**src/rtl/shift_rows_stream_if.sv**
```systemverilog
// Beat-level handshake bundle for shift_rows_stream: upstream beat in, permuted beat out.
// The DUT takes the slave view; a producer/consumer pair takes the master view.
interface shift_rows_stream_if #(
    parameter int NB    = 4,
    parameter int TAG_W = 4
);
    logic                in_valid;
    logic                in_ready;
    logic                in_inv;
    logic [TAG_W-1:0]    in_tag;
    logic [32*NB-1:0]    in_state;
    logic                out_valid;
    logic                out_ready;
    logic [TAG_W-1:0]    out_tag;
    logic [32*NB-1:0]    out_state;

    modport master (
        output in_valid, in_inv, in_tag, in_state, out_ready,
        input  in_ready, out_valid, out_tag, out_state
    );

    modport slave (
        input  in_valid, in_inv, in_tag, in_state, out_ready,
        output in_ready, out_valid, out_tag, out_state
    );
endinterface

```
**src/rtl/shift_rows_stream.sv**
```systemverilog
// Rijndael (Inv)ShiftRows for NB=4/6/8 with tag sideband; 1-cycle latency into a 2-entry output buffer.
// Backpressure: in_ready drops only when both entries are held, independent of out_ready.
module shift_rows_stream #(
    parameter int NB    = 4,
    parameter int TAG_W = 4
) (
    input  logic clk,
    input  logic rst,
    shift_rows_stream_if.slave bus
);
    localparam int W = 32 * NB;

    generate
        if (!(NB == 4 || NB == 6 || NB == 8) || TAG_W < 1) begin : g_bad_param
            $error("shift_rows_stream: NB must be 4, 6 or 8 and TAG_W >= 1");
        end
    endgenerate

    // Rijndael row offsets; the wide block uses 0,1,3,4.
    function automatic int row_shift(input int r);
        case (r)
            0:       return 0;
            1:       return 1;
            2:       return (NB == 8) ? 3 : 2;
            default: return (NB == 8) ? 4 : 3;
        endcase
    endfunction

    logic [W-1:0]     fwd_state;
    logic [W-1:0]     inv_state;
    logic [W-1:0]     perm_state;

    always_comb begin
        fwd_state = '0;
        inv_state = '0;
        for (int c = 0; c < NB; c++) begin
            for (int r = 0; r < 4; r++) begin
                fwd_state[W-1-8*(4*c+r) -: 8] =
                    bus.in_state[W-1-8*(4*((c + row_shift(r)) % NB)+r) -: 8];
                inv_state[W-1-8*(4*c+r) -: 8] =
                    bus.in_state[W-1-8*(4*((c - row_shift(r) + NB) % NB)+r) -: 8];
            end
        end
    end

    assign perm_state = bus.in_inv ? inv_state : fwd_state;

    logic [W-1:0]     mem_state [2];
    logic [TAG_W-1:0] mem_tag   [2];
    logic             wr_ptr;
    logic             rd_ptr;
    logic [1:0]       cnt;
    logic             push;
    logic             pop;

    assign bus.in_ready  = (cnt != 2'd2);
    assign bus.out_valid = (cnt != 2'd0);
    assign bus.out_state = mem_state[rd_ptr];
    assign bus.out_tag   = mem_tag[rd_ptr];
    assign push          = bus.in_valid & bus.in_ready;
    assign pop           = bus.out_valid & bus.out_ready;

    // Entries are cleared on reset so the head reads as zero before any beat.
    always_ff @(posedge clk or posedge rst) begin
        if (rst) begin
            mem_state[0] <= '0;
            mem_state[1] <= '0;
            mem_tag[0]   <= '0;
            mem_tag[1]   <= '0;
            wr_ptr       <= 1'b0;
            rd_ptr       <= 1'b0;
            cnt          <= 2'd0;
        end else begin
            if (push) begin
                mem_state[wr_ptr] <= perm_state;
                mem_tag[wr_ptr]   <= bus.in_tag;
                wr_ptr            <= ~wr_ptr;
            end
            if (pop) begin
                rd_ptr <= ~rd_ptr;
            end
            case ({push, pop})
                2'b10:   cnt <= cnt + 2'd1;
                2'b01:   cnt <= cnt - 2'd1;
                default: cnt <= cnt;
            endcase
        end
    end
endmodule

```
**src/flat_wrapper.sv**
```systemverilog
// flat-port wrapper written by rule: the top's interface ports become plain ports
module shift_rows_stream_flat 
#(
    parameter int NB    = 4,
    parameter int TAG_W = 4
)
  (clk, rst, bus_in_valid, bus_in_inv, bus_in_tag, bus_in_state, bus_out_ready, bus_in_ready, bus_out_valid, bus_out_tag, bus_out_state);
  shift_rows_stream_if #(.NB(NB), .TAG_W(TAG_W)) bus_i ();
  input  logic clk;
  input  logic rst;
  input wire logic [$bits(bus_i.in_valid)-1:0] bus_in_valid;
  input wire logic [$bits(bus_i.in_inv)-1:0] bus_in_inv;
  input wire logic [$bits(bus_i.in_tag)-1:0] bus_in_tag;
  input wire logic [$bits(bus_i.in_state)-1:0] bus_in_state;
  input wire logic [$bits(bus_i.out_ready)-1:0] bus_out_ready;
  output wire logic [$bits(bus_i.in_ready)-1:0] bus_in_ready;
  output wire logic [$bits(bus_i.out_valid)-1:0] bus_out_valid;
  output wire logic [$bits(bus_i.out_tag)-1:0] bus_out_tag;
  output wire logic [$bits(bus_i.out_state)-1:0] bus_out_state;
  assign bus_i.in_valid = bus_in_valid;
  assign bus_i.in_inv = bus_in_inv;
  assign bus_i.in_tag = bus_in_tag;
  assign bus_i.in_state = bus_in_state;
  assign bus_i.out_ready = bus_out_ready;
  assign bus_in_ready = bus_i.in_ready;
  assign bus_out_valid = bus_i.out_valid;
  assign bus_out_tag = bus_i.out_tag;
  assign bus_out_state = bus_i.out_state;
  shift_rows_stream #(.NB(NB), .TAG_W(TAG_W)) u_core (.clk(clk), .rst(rst), .bus(bus_i));
endmodule
```
**config.mk**
```make
export PLATFORM = sky130hd
export DESIGN_NAME = shift_rows_stream_flat
export DESIGN_NICKNAME = d
export VERILOG_FILES = /design/src/rtl/shift_rows_stream_if.sv /design/src/rtl/shift_rows_stream.sv /design/src/flat_wrapper.sv
export SDC_FILE = /design/constraint.sdc
export NUM_CORES = 1
export LEC_CHECK = 0
export ABC_CLOCK_PERIOD_IN_PS = 17600
export CAP_MARGIN = 25
export CORE_UTILIZATION = 56
export DETAILED_ROUTE_END_ITERATION = 8
export HOLD_SLACK_MARGIN = 0.12
export PLACE_DENSITY = 0.88
export SYNTH_ARGS = -nofsm -noshare
export SYNTH_HDL_FRONTEND = slang
export SYNTH_SLANG_ARGS = --single-unit
export TNS_END_PERCENT = 5
```
**constraint.sdc**
```tcl
create_clock -name clk -period 17.6 [get_ports clk]
set_input_delay 5.28 -clock clk [delete_from_list [all_inputs] [get_ports clk]]
set_output_delay 5.28 -clock clk [all_outputs]
set_load 0.03 [all_outputs]
```
# Word level (Yosys, flattened, before mapping)
# Index checks and enable logic that the tools add are counted.
# word_totals
input_bits	137
reg_bits	268
# op_classes
magnitude_cmp	3
mux	14
bitwise_logic	6
n_eq_ne	3
addsub	2
reduce_logical	3
# op_table
op	n
128-bit two-way mux	4
256-bit bitwise mux	1
128-bit demux with 1-bit select	1
120-bit two-way mux	1
4-bit two-way mux	4
8-bit bitwise mux	1
4-bit demux with 1-bit select	1
2-bit greater-or-equal comparator (second input constant)	2
1-bit NOT with 2-bit output	2
2-bit case mux with 2 select lines	1
2-bit nonzero test	2
2-bit by 1-bit adder with 2-bit output (second input constant)	1
1-bit AND	2
2-bit by 1-bit == test with 1-bit output (second input constant)	1
2-bit == test (second input constant)	1
2-bit by 1-bit < comparator with 1-bit output (second input constant)	1
2-bit != test (second input constant)	1
1-bit NOT	2
2-bit by 1-bit subtractor with 2-bit output (second input constant)	1
1-bit logical AND	1

# Depth between registers and ports, before layout
# Gate-level depths: netlist of the first run.
# logic_depth
depth_word	6
mapped_depth	6

# Worst setup path before layout of the first run
# OpenSTA, ideal clock, no wires.
# synth_timing
path_type	register to output
from	register u_core.rd_ptr
to	output bus_out_state[100]
arrival_ps	1436
required_ps	12320
path_stages_with_launch	5
path_slack_ps	10884
path_cell_list	dfrtp_1 clkbuf_1 clkbuf_1 buf_2 mux2_2
# synth_via
elab_chain_cells	4
# synth_lines
element	line	source
start: declaration	shift_rows_stream.sv:51	logic rd_ptr;
start signal: assignment	shift_rows_stream.sv:80	rd_ptr <= ~rd_ptr;
1-bit NOT with 2-bit output (implied by the code)	shift_rows_stream.sv:58	assign bus.out_state = mem_state[rd_ptr];
128-bit two-way mux (implied by the code) (3 in series)	shift_rows_stream.sv:58	
end: declaration	flat_wrapper.sv:19	output wire logic [$bits(bus_i.out_state)-1:0] bus_out_state;
# Every way passes these cells. The select of a mux whose other input is x is not followed.

# Worst setup path in the final report of the first run
# layout_timing
from	register u_core.rd_ptr
to	output bus_out_state[72]
# Same word-level chain as after synthesis.

==> impl_metrics.prom, run 1 <==
# TYPE chip_impl_metric gauge
chip_impl_info{name="outcome",value="finished, final reports clean"} 1
chip_impl_metric{name="dp_cells",unit=""} 1305
chip_impl_metric{name="final.setup.tns",unit="ns"} 0
chip_impl_metric{name="pwr-share-comb",unit=""} 0.533
chip_impl_metric{name="postSynthRegisterBits",unit=""} 268
chip_impl_metric{name="grtUsageTotal",unit=""} 0.2415
chip_impl_metric{name="worst-endpoint-required",unit="ns"} 12.32
chip_impl_info{name="critical_path.top_delay_family",value="buffers and inverters"} 1
chip_impl_metric{name="final_layout_size_suffix_gt1_frac",unit=""} 0.4902
chip_impl_metric{name="insertedDiodeCount",unit=""} 0
chip_impl_metric{name="reg2reg_depth",unit=""} 4
chip_impl_info{name="critPathKind",value="register to primary output"} 1
chip_impl_metric{name="synth.distinct_cells",unit=""} 19
chip_impl_info{name="rsz0062_at_grt",value="false"} 1
chip_impl_metric{name="drtIter0Drc",unit=""} 281
chip_impl_metric{name="route.vias.total",unit=""} 7508
chip_impl_metric{name="design.final.nets",unit=""} 1191
chip_impl_metric{name="cts.repair.resized",unit=""} 0
chip_impl_metric{name="power_density",unit="nW/µm²"} 229.2
chip_impl_metric{name="p_total",unit="mW"} 3.854
chip_impl_metric{name="clk_transition_reported_paths",unit="ns"} 0.06
chip_impl_metric{name="postCtsSetupRepairBufs",unit=""} 0
chip_impl_metric{name="pin_count",unit=""} 271
chip_impl_metric{name="die_area",unit="µm²"} 23900
chip_impl_metric{name="internal-power",unit="mW"} 2.440
chip_impl_metric{name="grt_start_max_net_pins",unit=""} 117
chip_impl_metric{name="clkLatencyLatePin",unit="ns"} 0.55
chip_impl_metric{name="hold_depth",unit=""} 1
chip_impl_metric{name="slew_viol_final",unit=""} 0
chip_impl_metric{name="wirelength",unit="µm"} 28660
chip_impl_metric{name="drc_errors",unit=""} 0
chip_impl_metric{name="grt_first_pass_wirelength",unit="µm"} 45650
chip_impl_metric{name="worst-r2r-setup-slack",unit="ns"} 14.89
chip_impl_metric{name="worst_path_largest_cell_delay",unit="ns"} 1.01
chip_impl_metric{name="layout.filler_cells",unit=""} 1445
chip_impl_metric{name="finalClockSkew",unit="ns"} 0.03111
chip_impl_metric{name="ys.warnings.count",unit=""} 0
chip_impl_metric{name="power.net_switching",unit="mW"} 1.413
chip_impl_metric{name="gr_ovfl_total",unit=""} 0
chip_impl_metric{name="timing.final.crit_share",unit=""} 0.5008
chip_impl_info{name="cts_tree",value="yes"} 1
chip_impl_metric{name="min_period",unit="ns"} 8.815
chip_impl_metric{name="p_clk_frac",unit=""} 0.168
chip_impl_metric{name="globalplace.congestion",unit=""} 0.7584
chip_impl_metric{name="die_outline_width",unit="µm"} 154.6
chip_impl_metric{name="hold_violations_final",unit=""} 0
chip_impl_metric{name="drt_pre_antenna_iters",unit=""} 4
chip_impl_metric{name="multi_input_area",unit="µm²"} 5894
chip_impl_metric{name="instances_no_fill",unit=""} 1360
chip_impl_metric{name="synth_area_per_cell",unit="µm²"} 16.42
chip_impl_metric{name="area.sequential",unit="µm²"} 6710
chip_impl_metric{name="clock_sink_count",unit=""} 268
chip_impl_info{name="classification_of_the_worst_slack_hold_path",value="register to register"} 1
chip_impl_metric{name="detailed_route_vias_per_instance",unit=""} 5.521
chip_impl_metric{name="cellLeakagePower",unit="nW"} 7.162
chip_impl_info{name="layout_common_cells",value="sky130_fd_sc_hd__mux2_2 (300), sky130_fd_sc_hd__clkdlybuf4s50_1 (269), sky130_fd_sc_hd__dfrtp_1 (267)"} 1
chip_impl_metric{name="avgRoutedWirePerCell",unit="µm"} 21.07
chip_impl_metric{name="timing.slew.headroom",unit=""} 0.3293
chip_impl_info{name="holdCritStartpoint",value="u_core.mem_state[64]"} 1
chip_impl_info{name="crit_slowest_cell",value="sky130_fd_sc_hd__dfrtp_4"} 1
chip_impl_metric{name="flow.area_growth_from_synthesis",unit="%"} 28.92
chip_impl_metric{name="upper_clock_frequency_limit",unit="GHz"} 0.1134
chip_impl_metric{name="die_y",unit="µm"} 154.6
chip_impl_info{name="crit_path_cell_trace",value="buf_4 > mux2_2 > clkdlybuf4s50_1"} 1
chip_impl_metric{name="grt_antenna_before_repair",unit=""} 0
chip_impl_metric{name="max-vdd-ir-drop",unit="V"} 0.0001613
chip_impl_metric{name="cts_buffers",unit=""} 29
chip_impl_metric{name="synth.cell_area",unit="µm²"} 13040
chip_impl_metric{name="synth.yosys.seq_area_share",unit=""} 0.5143
chip_impl_info{name="reg2reg_from",value="u_core.cnt[0]"} 1
chip_impl_info{name="critical_path.startpoint_type",value="register"} 1
chip_impl_metric{name="total_nets_after_synthesis",unit=""} 932
chip_impl_metric{name="placeableCoreArea",unit="µm²"} 22710
chip_impl_metric{name="cts_hold_buffers",unit=""} 0
chip_impl_metric{name="maxCapViolCount",unit=""} 0
chip_impl_info{name="ctsRootBufferMaster",value="sky130_fd_sc_hd__clkbuf_16"} 1
chip_impl_info{name="endpoint_of_the_most_critical_register_to_register_path",value="u_core.mem_state[218]"} 1
chip_impl_metric{name="floorplan.initialDensity",unit=""} 0.5742
chip_impl_metric{name="grt_pass1_vias",unit=""} 8291
chip_impl_metric{name="placement.io_buffers",unit=""} 270
chip_impl_metric{name="power.share.sequential",unit=""} 0.299
chip_impl_info{name="final_common_cell",value="sky130_fd_sc_hd__mux2_2"} 1
chip_impl_metric{name="dpl.hpwl",unit="µm"} 17990
chip_impl_metric{name="worst_hold_slack",unit="ns"} 0.5031
chip_impl_metric{name="final_setup_viols",unit=""} 0
chip_impl_metric{name="worst_slew_pin_slew",unit="ns"} 1.006
chip_impl_metric{name="timing.critical_path.arrival",unit="ns"} 3.53
chip_impl_metric{name="std_cell_rows",unit=""} 55
chip_impl_metric{name="critical_path.n_buffers_inverters",unit=""} 2
chip_impl_info{name="hold-path-endpoint",value="u_core.mem_state[64]"} 1
chip_impl_metric{name="clock_tree.htree_level_count",unit=""} 1
chip_impl_metric{name="ant_nets",unit=""} 0
chip_impl_metric{name="post_synth_inst_count",unit=""} 794
chip_impl_metric{name="switching_share",unit=""} 0.3668
chip_impl_metric{name="path_max_fanout",unit=""} 72
chip_impl_metric{name="clockBufferDepth",unit=""} 3
chip_impl_info{name="timing.critical_path.to_type",value="primary output"} 1
-- power by group through the flow --
| stage | clock [mW] | combinational [mW] | sequential, mW |
|---|---|---|---|
| 2_1_floorplan | 0 | 1.51 | 1.05 |
| 3_3_place_gp | 0 | 2.02 | 1.14 |
| 3_5_place_dp | 0 | 2.05 | 1.15 |
| 4_1_cts | 0.656 | 2.07 | 1.15 |
| 5_1_grt | 0.680 | 2.15 | 1.19 |
| 6_report | 0.646 | 2.05 | 1.15 |
-- sequential cells by signal, indices dropped and copies added, names as in the netlist --
register	cells
u_core.mem_tag	8
u_core.wr_ptr	1
u_core.rd_ptr	1
u_core.cnt	2
u_core.mem_state	256
-- routing by layer --
metal | share of wire | GRT usage | up-vias
met5 | 0 | 0 | -
met4 | 0.029 | 0.07261 | 0
met3 | 0.063 | 0.06304 | 59
met2 | 0.47 | 0.3943 | 219
met1 | 0.43 | 0.3175 | 3850
li1 | - | - | 3380
-- cells in the mapped netlist (all sizes together) --
master,number,area (µm²)
and2,1,6.260
and3,1,11.26
and3b,1,8.760
buf,43,405.4
clkbuf,9,33.78
dfrtp,268,6706
ha,1,12.51
inv,1,3.750
mux2,460,5781
nand2,1,3.750
nand2b,1,13.76
nor2,1,3.750
or2,1,6.260
xnor2,3,26.28
xor2,2,17.52
-- area by class of cell --
type / count / area share
Clock buffer: 37 / 0.04793
Clock inverter: 16 / 0.01310
Inverter: 1 / 0.0006698
Multi-Input combinational cell: 473 / 0.3506
Sequential cell: 268 / 0.3992
Tap cell: 285 / 0.02121
Timing Repair Buffer: 280 / 0.1673
-- through the flow --
stage	setup slack [ns]	area (µm²)	util
4_1_cts	8.738	16760	0.7379
3_3_place_gp	9.331	15730	0.6927
5_1_grt	8.637	16810	0.7403
2_1_floorplan	4.938	13040	-
6_report	8.785	16810	0.7403
3_5_place_dp	9.305	15730	0.6927
-- cells by family after synthesis --
| kind of cell | synth area share |
|---|---|
| fa+ha+maj | 0.0009594 |
| flops | 0.5143 |
| simple gates | 0.004126 |
| xor+xnor | 0.003359 |
| buf+inv | 0.03397 |
| mux | 0.4433 |
-- worst max path at each step --
stage / startpoint / endpoint / slack (ns) / cells past startpoint
CTS: u_core.rd_ptr / bus_out_state[72] / 8.74 / 3
detailed placement: u_core.rd_ptr / bus_out_state[72] / 9.30 / 3
global placement: u_core.rd_ptr / bus_out_state[85] / 9.33 / 3
finish: u_core.rd_ptr / bus_out_state[72] / 8.79 / 3
floorplan: rst / u_core.cnt[0] / 4.94 / 1
global route: u_core.rd_ptr / bus_out_state[72] / 8.64 / 3
No activity file was read; power rests on OpenSTA's default activity.
==> run 2: changes to the inputs <==
--- a/config.mk
+++ b/config.mk
@@ -5,12 +5,12 @@
 export SDC_FILE = /design/constraint.sdc
 export NUM_CORES = 1
 export LEC_CHECK = 0
-export ABC_CLOCK_PERIOD_IN_PS = 17600
+export ABC_CLOCK_PERIOD_IN_PS = 8189
 export CAP_MARGIN = 25
-export CORE_UTILIZATION = 56
+export CORE_UTILIZATION = 52
 export DETAILED_ROUTE_END_ITERATION = 8
 export HOLD_SLACK_MARGIN = 0.12
-export PLACE_DENSITY = 0.88
+export PLACE_DENSITY = 0.83
 export SYNTH_ARGS = -nofsm -noshare
 export SYNTH_HDL_FRONTEND = slang
 export SYNTH_SLANG_ARGS = --single-unit
==> constraint.sdc (replaced) <==
create_clock -name clk -period 8.19 [get_ports clk]
set_input_delay 2.457 -clock clk [delete_from_list [all_inputs] [get_ports clk]]
set_output_delay 2.457 -clock clk [all_outputs]
set_load 0.03 [all_outputs]
==> run 2 against run 1 <==
  * Design area is 0.86% higher
  * Combinational power is 120% higher
  * First-iteration DRC count is 2.5% higher
  * Non-clock buffer count is 2 lower
  * Clock power is 130% higher
  * Power is 120% higher
  * Via count is 1.2% lower
  * Sequential share of layout area is 0.34 points lower
  * Setup slack worse by 6.3 ns
  * Core utilization is 4.7 points lower
  * Cell count is 2.9% higher
  * Global-route usage is 2.5 points lower
  * Critical endpoint is now bus_out_state[83]
  * Largest cell class unchanged
==> impl_metrics.prom, run 2 (same netlist as run 1, synthesis figures left out) <==
# TYPE chip_impl_metric gauge
chip_impl_info{name="outcome",value="finished, final reports clean"} 1
chip_impl_metric{name="final_layout_size_suffix_gt1_frac",unit=""} 0.4916
chip_impl_metric{name="hold_violations_final",unit=""} 0
chip_impl_metric{name="grt_first_pass_wirelength",unit="µm"} 44730
chip_impl_info{name="biggestRegsByFlops",value="u_core.mem_state: 256 flops, u_core.mem_tag: 8 flops, u_core.cnt: 2 flops"} 1
chip_impl_metric{name="grt_pass1_vias",unit=""} 8225
chip_impl_metric{name="timing.slew.headroom",unit=""} 0.3158
chip_impl_metric{name="switching_share",unit=""} 0.3600
chip_impl_metric{name="cts.repair.resized",unit=""} 0
chip_impl_metric{name="die_area",unit="µm²"} 25710
chip_impl_metric{name="cellLeakagePower",unit="nW"} 7.209
chip_impl_metric{name="grtUsageTotal",unit=""} 0.2167
chip_impl_info{name="crit_slowest_cell",value="sky130_fd_sc_hd__dfrtp_4"} 1
chip_impl_metric{name="finalClockSkew",unit="ns"} 0.01559
chip_impl_metric{name="grt_antenna_before_repair",unit=""} 0
chip_impl_metric{name="slew_viol_final",unit=""} 0
chip_impl_metric{name="pwr-share-comb",unit=""} 0.527
chip_impl_metric{name="flow.area_growth_from_synthesis",unit="%"} 30.02
chip_impl_metric{name="drtIter0Drc",unit=""} 288
chip_impl_metric{name="path_max_fanout",unit=""} 59
chip_impl_metric{name="drt_pre_antenna_iters",unit=""} 6
chip_impl_metric{name="avgRoutedWirePerCell",unit="µm"} 19.81
chip_impl_metric{name="dpl.hpwl",unit="µm"} 17120
chip_impl_metric{name="globalplace.congestion",unit=""} 0.7537
chip_impl_metric{name="design.final.nets",unit=""} 1190
chip_impl_metric{name="area.sequential",unit="µm²"} 6710
chip_impl_metric{name="timing.final.crit_share",unit=""} 0.6908
chip_impl_metric{name="worst-endpoint-required",unit="ns"} 5.73
chip_impl_info{name="timing.critical_path.to_type",value="primary output"} 1
chip_impl_metric{name="clock_sink_count",unit=""} 268
chip_impl_info{name="rsz0062_at_grt",value="false"} 1
chip_impl_metric{name="upper_clock_frequency_limit",unit="GHz"} 0.1768
chip_impl_metric{name="cts_hold_buffers",unit=""} 0
chip_impl_metric{name="power.share.sequential",unit=""} 0.294
chip_impl_metric{name="drc_errors",unit=""} 0
chip_impl_metric{name="timing.critical_path.arrival",unit="ns"} 3.20
chip_impl_metric{name="cts_buffers",unit=""} 30
chip_impl_metric{name="die_y",unit="µm"} 160.4
chip_impl_metric{name="clk_transition_reported_paths",unit="ns"} 0.06
chip_impl_metric{name="internal-power",unit="mW"} 5.355
chip_impl_metric{name="final.setup.tns",unit="ns"} 0
chip_impl_metric{name="power.net_switching",unit="mW"} 3.012
chip_impl_info{name="final_common_cell",value="sky130_fd_sc_hd__mux2_2"} 1
chip_impl_metric{name="placement.io_buffers",unit=""} 270
chip_impl_metric{name="clock_tree.htree_level_count",unit=""} 1
chip_impl_metric{name="clockBufferDepth",unit=""} 3
chip_impl_info{name="cts_tree",value="yes"} 1
chip_impl_metric{name="final_setup_viols",unit=""} 0
chip_impl_info{name="critPathKind",value="register to primary output"} 1
chip_impl_metric{name="postCtsSetupRepairBufs",unit=""} 0
chip_impl_info{name="critical_path.startpoint_type",value="register"} 1
chip_impl_metric{name="worst_path_largest_cell_delay",unit="ns"} 1.01
chip_impl_metric{name="ant_nets",unit=""} 0
chip_impl_metric{name="gr_ovfl_total",unit=""} 0
chip_impl_info{name="crit_path_cell_trace",value="buf_4 > mux2_2 > clkdlybuf4s50_1"} 1
chip_impl_metric{name="wirelength",unit="µm"} 27730
chip_impl_metric{name="insertedDiodeCount",unit=""} 0
chip_impl_metric{name="grt_start_max_net_pins",unit=""} 169
chip_impl_metric{name="die_outline_width",unit="µm"} 160.4
chip_impl_metric{name="placeableCoreArea",unit="µm²"} 24460
chip_impl_metric{name="p_clk_frac",unit=""} 0.179
chip_impl_metric{name="largest_register_ff_count",unit=""} 256
chip_impl_metric{name="layout.filler_cells",unit=""} 1641
chip_impl_metric{name="stdcell_area",unit="µm²"} 16960
chip_impl_metric{name="detailed_route_vias_per_instance",unit=""} 5.298
chip_impl_info{name="ctsRootBufferMaster",value="sky130_fd_sc_hd__clkbuf_16"} 1
chip_impl_metric{name="worst_slew_pin_slew",unit="ns"} 1.026
chip_impl_info{name="classification_of_the_worst_slack_hold_path",value="register to register"} 1
chip_impl_metric{name="max-vdd-ir-drop",unit="V"} 0.0006388
chip_impl_metric{name="power_density",unit="nW/µm²"} 493.5
chip_impl_metric{name="clkLatencyLatePin",unit="ns"} 0.54
chip_impl_metric{name="min_period",unit="ns"} 5.658
chip_impl_metric{name="std_cell_rows",unit=""} 57
chip_impl_metric{name="maxCapViolCount",unit=""} 0
chip_impl_metric{name="route.vias.total",unit=""} 7417
chip_impl_metric{name="dpl-instance-area",unit="µm²"} 15810
chip_impl_metric{name="pin_count",unit=""} 271
chip_impl_info{name="layout_common_cells",value="sky130_fd_sc_hd__mux2_2 (300), sky130_fd_sc_hd__clkdlybuf4s50_1 (269), sky130_fd_sc_hd__dfrtp_1 (267)"} 1
chip_impl_info{name="top_register",value="u_core.mem_state"} 1
chip_impl_metric{name="floorplan.initialDensity",unit=""} 0.5331
chip_impl_metric{name="multi_input_area",unit="µm²"} 5894
## run 2: cell types whose count changed in the layout (fill, tap and decap cells not counted), sizes merged
cell      previous run  this run
buf                 11         9
bufinv               5         8
clkbuf              37        35
clkinv               7        11
clkinvlp             3         2
inv                  2         1
## run 2: path summary, 6_finish.rpt
check / startpoint / end / slack [ns] / cells after the start
max: u_core.rd_ptr / bus_out_state[83] / 2.53 / 3
min: u_core.mem_state[79] / u_core.mem_state[79] / 0.50 / 1
max reg2reg: u_core.cnt[0] / u_core.mem_state[91] / 5.57 / 4
min reg2reg: u_core.mem_state[79] / u_core.mem_state[79] / 0.50 / 1
max in group asynchronous: rst / u_core.rd_ptr / 4.49 / 3
min in group asynchronous: rst / u_core.mem_state[157] / 2.35 / 2
## run 2: final cells by class
class                      count  share of cell area
clock inverter                21             0.01838
inverter                       1           0.0004428
clock buffer                  35             0.04782
multi-input combinational    473              0.3476
tap                          324             0.02391
sequential                   268              0.3958
timing repair buffer         278              0.1660
## run 2: worst max-delay path: cells and delay by family, from the launching register on
family                 cells  cell delay [ns]
buffers and inverters      2             1.22
DFF                        1             1.01
muxes                      1             0.40
## run 2: routing by layer
layer | GRT usage | share of wire
met3 | 0.05992 | 0.069
met1 | 0.2923 | 0.45
met4 | 0.05022 | 0.020
met2 | 0.3488 | 0.46
met5 | 0 | 0
## run 2: power by group through the flow
stage	Combinational, mW	Sequential [mW]	Clock (mW)
floorplan	3.24	2.26	0
global placement	4.35	2.44	0
detailed placement	4.41	2.45	0
CTS	4.44	2.46	1.53
global route	4.62	2.54	1.58
finish	4.41	2.46	1.50
## run 2: metrics by stage
step           setup WS, ns  utilization  total power, mW  std cells  hold slack, ns
3_3_place_gp          3.101       0.6461            6.791       1343          0.4793
6_report              2.532       0.6931            8.366       1400          0.5014
2_1_floorplan         2.194            -            5.498        794          0.4606
4_1_cts               2.499       0.6920            8.425       1399          0.4970
3_5_place_dp          3.102       0.6461            6.866       1343          0.4845
5_1_grt               2.418       0.6931            8.741       1400          0.5100
==> run 3: changes to the inputs <==
--- a/config.mk
+++ b/config.mk
@@ -5,7 +5,7 @@
 export SDC_FILE = /design/constraint.sdc
 export NUM_CORES = 1
 export LEC_CHECK = 0
-export ABC_CLOCK_PERIOD_IN_PS = 8189
+export ABC_CLOCK_PERIOD_IN_PS = 5400
 export CAP_MARGIN = 25
 export CORE_UTILIZATION = 52
 export DETAILED_ROUTE_END_ITERATION = 8
==> constraint.sdc (replaced) <==
create_clock -name clk -period 5.4 [get_ports clk]
set_input_delay 1.62 -clock clk [delete_from_list [all_inputs] [get_ports clk]]
set_output_delay 1.62 -clock clk [all_outputs]
set_load 0.03 [all_outputs]
==> run 3 against run 2 <==
  * Via count shrank 0.23%
  * Global-route usage grew 0.22 points
  * Non-clock buffer count grew 3
  * Die area is the same
  * Combinational power grew 53%
  * Cell count shrank 0.36%
  * Critical path type unchanged
  * Clock-buffer cell count grew 6
==> impl_metrics.prom, run 3 (same netlist as run 1, synthesis figures left out) <==
# TYPE chip_impl_metric gauge
chip_impl_metric{name="pin_count",unit=""} 271
chip_impl_metric{name="upper_clock_frequency_limit",unit="GHz"} 0.2267
chip_impl_info{name="timing.critical_path.to_type",value="primary output"} 1
chip_impl_metric{name="reg2reg_depth",unit=""} 4
chip_impl_metric{name="clkLatencyLatePin",unit="ns"} 0.53
chip_impl_metric{name="worst-r2r-setup-slack",unit="ns"} 3.57
chip_impl_metric{name="insertedDiodeCount",unit=""} 0
chip_impl_info{name="critical_path.startpoint_type",value="register"} 1
chip_impl_metric{name="grt_antenna_before_repair",unit=""} 0
chip_impl_metric{name="slew_viol_final",unit=""} 0
chip_impl_info{name="biggestRegsByFlops",value="u_core.mem_state: 256 flops, u_core.mem_tag: 8 flops, u_core.cnt: 2 flops"} 1
chip_impl_info{name="critPathKind",value="register to primary output"} 1
chip_impl_info{name="endpoint_of_the_most_critical_register_to_register_path",value="u_core.mem_state[209]"} 1
chip_impl_metric{name="route.vias.total",unit=""} 7400
chip_impl_info{name="classification_of_the_worst_slack_hold_path",value="register to register"} 1
chip_impl_metric{name="design.final.nets",unit=""} 1192
chip_impl_metric{name="grt_pass1_vias",unit=""} 8344
chip_impl_metric{name="std_cell_rows",unit=""} 57
chip_impl_metric{name="timing.critical_path.arrival",unit="ns"} 2.79
chip_impl_metric{name="drc_errors",unit=""} 0
chip_impl_metric{name="grtUsageTotal",unit=""} 0.2188
chip_impl_metric{name="gr_ovfl_total",unit=""} 0
chip_impl_info{name="cts_tree",value="yes"} 1
chip_impl_metric{name="final.setup.tns",unit="ns"} 0
chip_impl_metric{name="flow.area_growth_from_synthesis",unit="%"} 28.94
chip_impl_metric{name="cts_hold_buffers",unit=""} 0
chip_impl_metric{name="ant_nets",unit=""} 0
chip_impl_info{name="timing.critical_path.from",value="u_core.rd_ptr"} 1
chip_impl_metric{name="drt_pre_antenna_iters",unit=""} 4
chip_impl_info{name="outcome",value="finished, final reports clean"} 1
chip_impl_metric{name="finalClockSkew",unit="ns"} 0.007245
chip_impl_info{name="rsz0062_at_grt",value="false"} 1
chip_impl_metric{name="worst-endpoint-required",unit="ns"} 3.78
chip_impl_metric{name="worst_slew_pin_slew",unit="ns"} 0.8980
chip_impl_info{name="ctsRootBufferMaster",value="sky130_fd_sc_hd__clkbuf_16"} 1
chip_impl_metric{name="dpl.hpwl",unit="µm"} 17550
chip_impl_metric{name="path_max_fanout",unit=""} 63
chip_impl_info{name="critPathCapture",value="bus_out_state[40]"} 1
chip_impl_metric{name="wirelength",unit="µm"} 28040
chip_impl_metric{name="floorplan.initialDensity",unit=""} 0.5331
chip_impl_metric{name="grt_start_max_net_pins",unit=""} 127
chip_impl_metric{name="final_setup_viols",unit=""} 0
chip_impl_info{name="top_register",value="u_core.mem_state"} 1
chip_impl_metric{name="timing.final.crit_share",unit=""} 0.8167
chip_impl_metric{name="cellLeakagePower",unit="nW"} 7.130
chip_impl_metric{name="max-vdd-ir-drop",unit="V"} 0.0008487
chip_impl_metric{name="detailed_route_vias_per_instance",unit=""} 5.305
chip_impl_metric{name="final_layout_size_suffix_gt1_frac",unit=""} 0.4865
chip_impl_metric{name="die_y",unit="µm"} 160.4
chip_impl_metric{name="largest_register_ff_count",unit=""} 256
chip_impl_metric{name="globalplace.congestion",unit=""} 0.7854
chip_impl_metric{name="cts_buffers",unit=""} 29
chip_impl_metric{name="clock_sink_count",unit=""} 268
chip_impl_metric{name="p_total",unit="mW"} 12.39
chip_impl_metric{name="clock_tree.htree_level_count",unit=""} 1
chip_impl_metric{name="layout.filler_cells",unit=""} 1641
chip_impl_metric{name="avgRoutedWirePerCell",unit="µm"} 20.10
chip_impl_metric{name="power_density",unit="nW/µm²"} 737.1
chip_impl_info{name="final_common_cell",value="sky130_fd_sc_hd__mux2_2"} 1
chip_impl_metric{name="grt_first_pass_wirelength",unit="µm"} 45140
chip_impl_metric{name="drtIter0Drc",unit=""} 369
chip_impl_metric{name="hold_violations_final",unit=""} 0
chip_impl_metric{name="maxCapViolCount",unit=""} 0
chip_impl_info{name="layout_common_cells",value="sky130_fd_sc_hd__mux2_2 (300), sky130_fd_sc_hd__clkdlybuf4s50_1 (269), sky130_fd_sc_hd__dfrtp_1 (267)"} 1
chip_impl_metric{name="die_area",unit="µm²"} 25710
chip_impl_metric{name="timing.slew.headroom",unit=""} 0.4014
chip_impl_metric{name="postCtsSetupRepairBufs",unit=""} 0
chip_impl_metric{name="min_period",unit="ns"} 4.410
chip_impl_metric{name="die_outline_width",unit="µm"} 160.4
chip_impl_metric{name="placeableCoreArea",unit="µm²"} 24460
chip_impl_metric{name="clk_transition_reported_paths",unit="ns"} 0.06
chip_impl_metric{name="placement.io_buffers",unit=""} 270
chip_impl_info{name="reg2reg_from",value="u_core.cnt[0]"} 1
chip_impl_metric{name="cts.repair.resized",unit=""} 0
chip_impl_metric{name="clockBufferDepth",unit=""} 3
run 3: cell types whose count changed in the layout (fill, tap and decap cells not counted), sizes merged:
cell,delta
buf,+3
bufinv,-6
clkbuf,+6
clkinv,-7
inv,-1
run 3: final cells by class:
class / count / area [µm²] / area share
Timing Repair Buffer: 281 / 2868 / 0.1706
Inverter: 1 / 7.507 / 0.0004465
Clock buffer: 41 / 840.8 / 0.05001
Multi-Input combinational cell: 473 / 5894 / 0.3506
Clock inverter: 7 / 87.58 / 0.005209
Sequential cell: 268 / 6710 / 0.3991
Tap cell: 324 / 405.4 / 0.02411
run 3: worst max-delay path, stage by stage, from the launching register on:
cell,delay [ns]
sky130_fd_sc_hd__dfrtp_4,0.81
sky130_fd_sc_hd__buf_12,0.40
sky130_fd_sc_hd__mux2_2,0.39
sky130_fd_sc_hd__clkdlybuf4s50_1,0.61
run 3: worst min path at each step:
stage / startpoint / end / slack (ns) / cells after the start
after floorplan: u_core.wr_ptr / u_core.wr_ptr / 0.46 / 1
after global placement: u_core.wr_ptr / u_core.wr_ptr / 0.48 / 1
after detailed placement: u_core.wr_ptr / u_core.wr_ptr / 0.49 / 1
after CTS: u_core.wr_ptr / u_core.wr_ptr / 0.50 / 1
after global routing: u_core.mem_state[15] / u_core.mem_state[15] / 0.52 / 1
final: u_core.mem_state[81] / u_core.mem_state[81] / 0.50 / 1
run 3: metal layers:
metal  up-vias  global-route usage  part of all wire
met3        45             0.06508             0.075
li1       3364                   -                 -
met4         0             0.04978             0.018
met1      3786              0.2951              0.45
met2       205              0.3494              0.46
met5         -                   0                 0
run 3: per-stage QoR:
stage | cells | instance area (µm²) | hold slack, ns | utilization | setup slack (ns)
floorplan | 794 | 13040 | 0.4606 | - | 0.2405
global placement | 1347 | 15890 | 0.4808 | 0.6494 | 1.535
detailed placement | 1347 | 15890 | 0.4879 | 0.6494 | 1.533
CTS | 1395 | 16810 | 0.5009 | 0.6873 | 0.9562
global route | 1395 | 16810 | 0.5154 | 0.6873 | 0.8775
finish | 1395 | 16810 | 0.4978 | 0.6873 | 0.9897
run 3: where the power goes:
part | total (mW) | internal [mW] | switching [mW]
clock | 1.94 | 1.16 | 0.774
sequential | 3.73 | 3.06 | 0.670
combinational | 6.73 | 3.63 | 3.10
total | 12.4 | 7.85 | 4.54
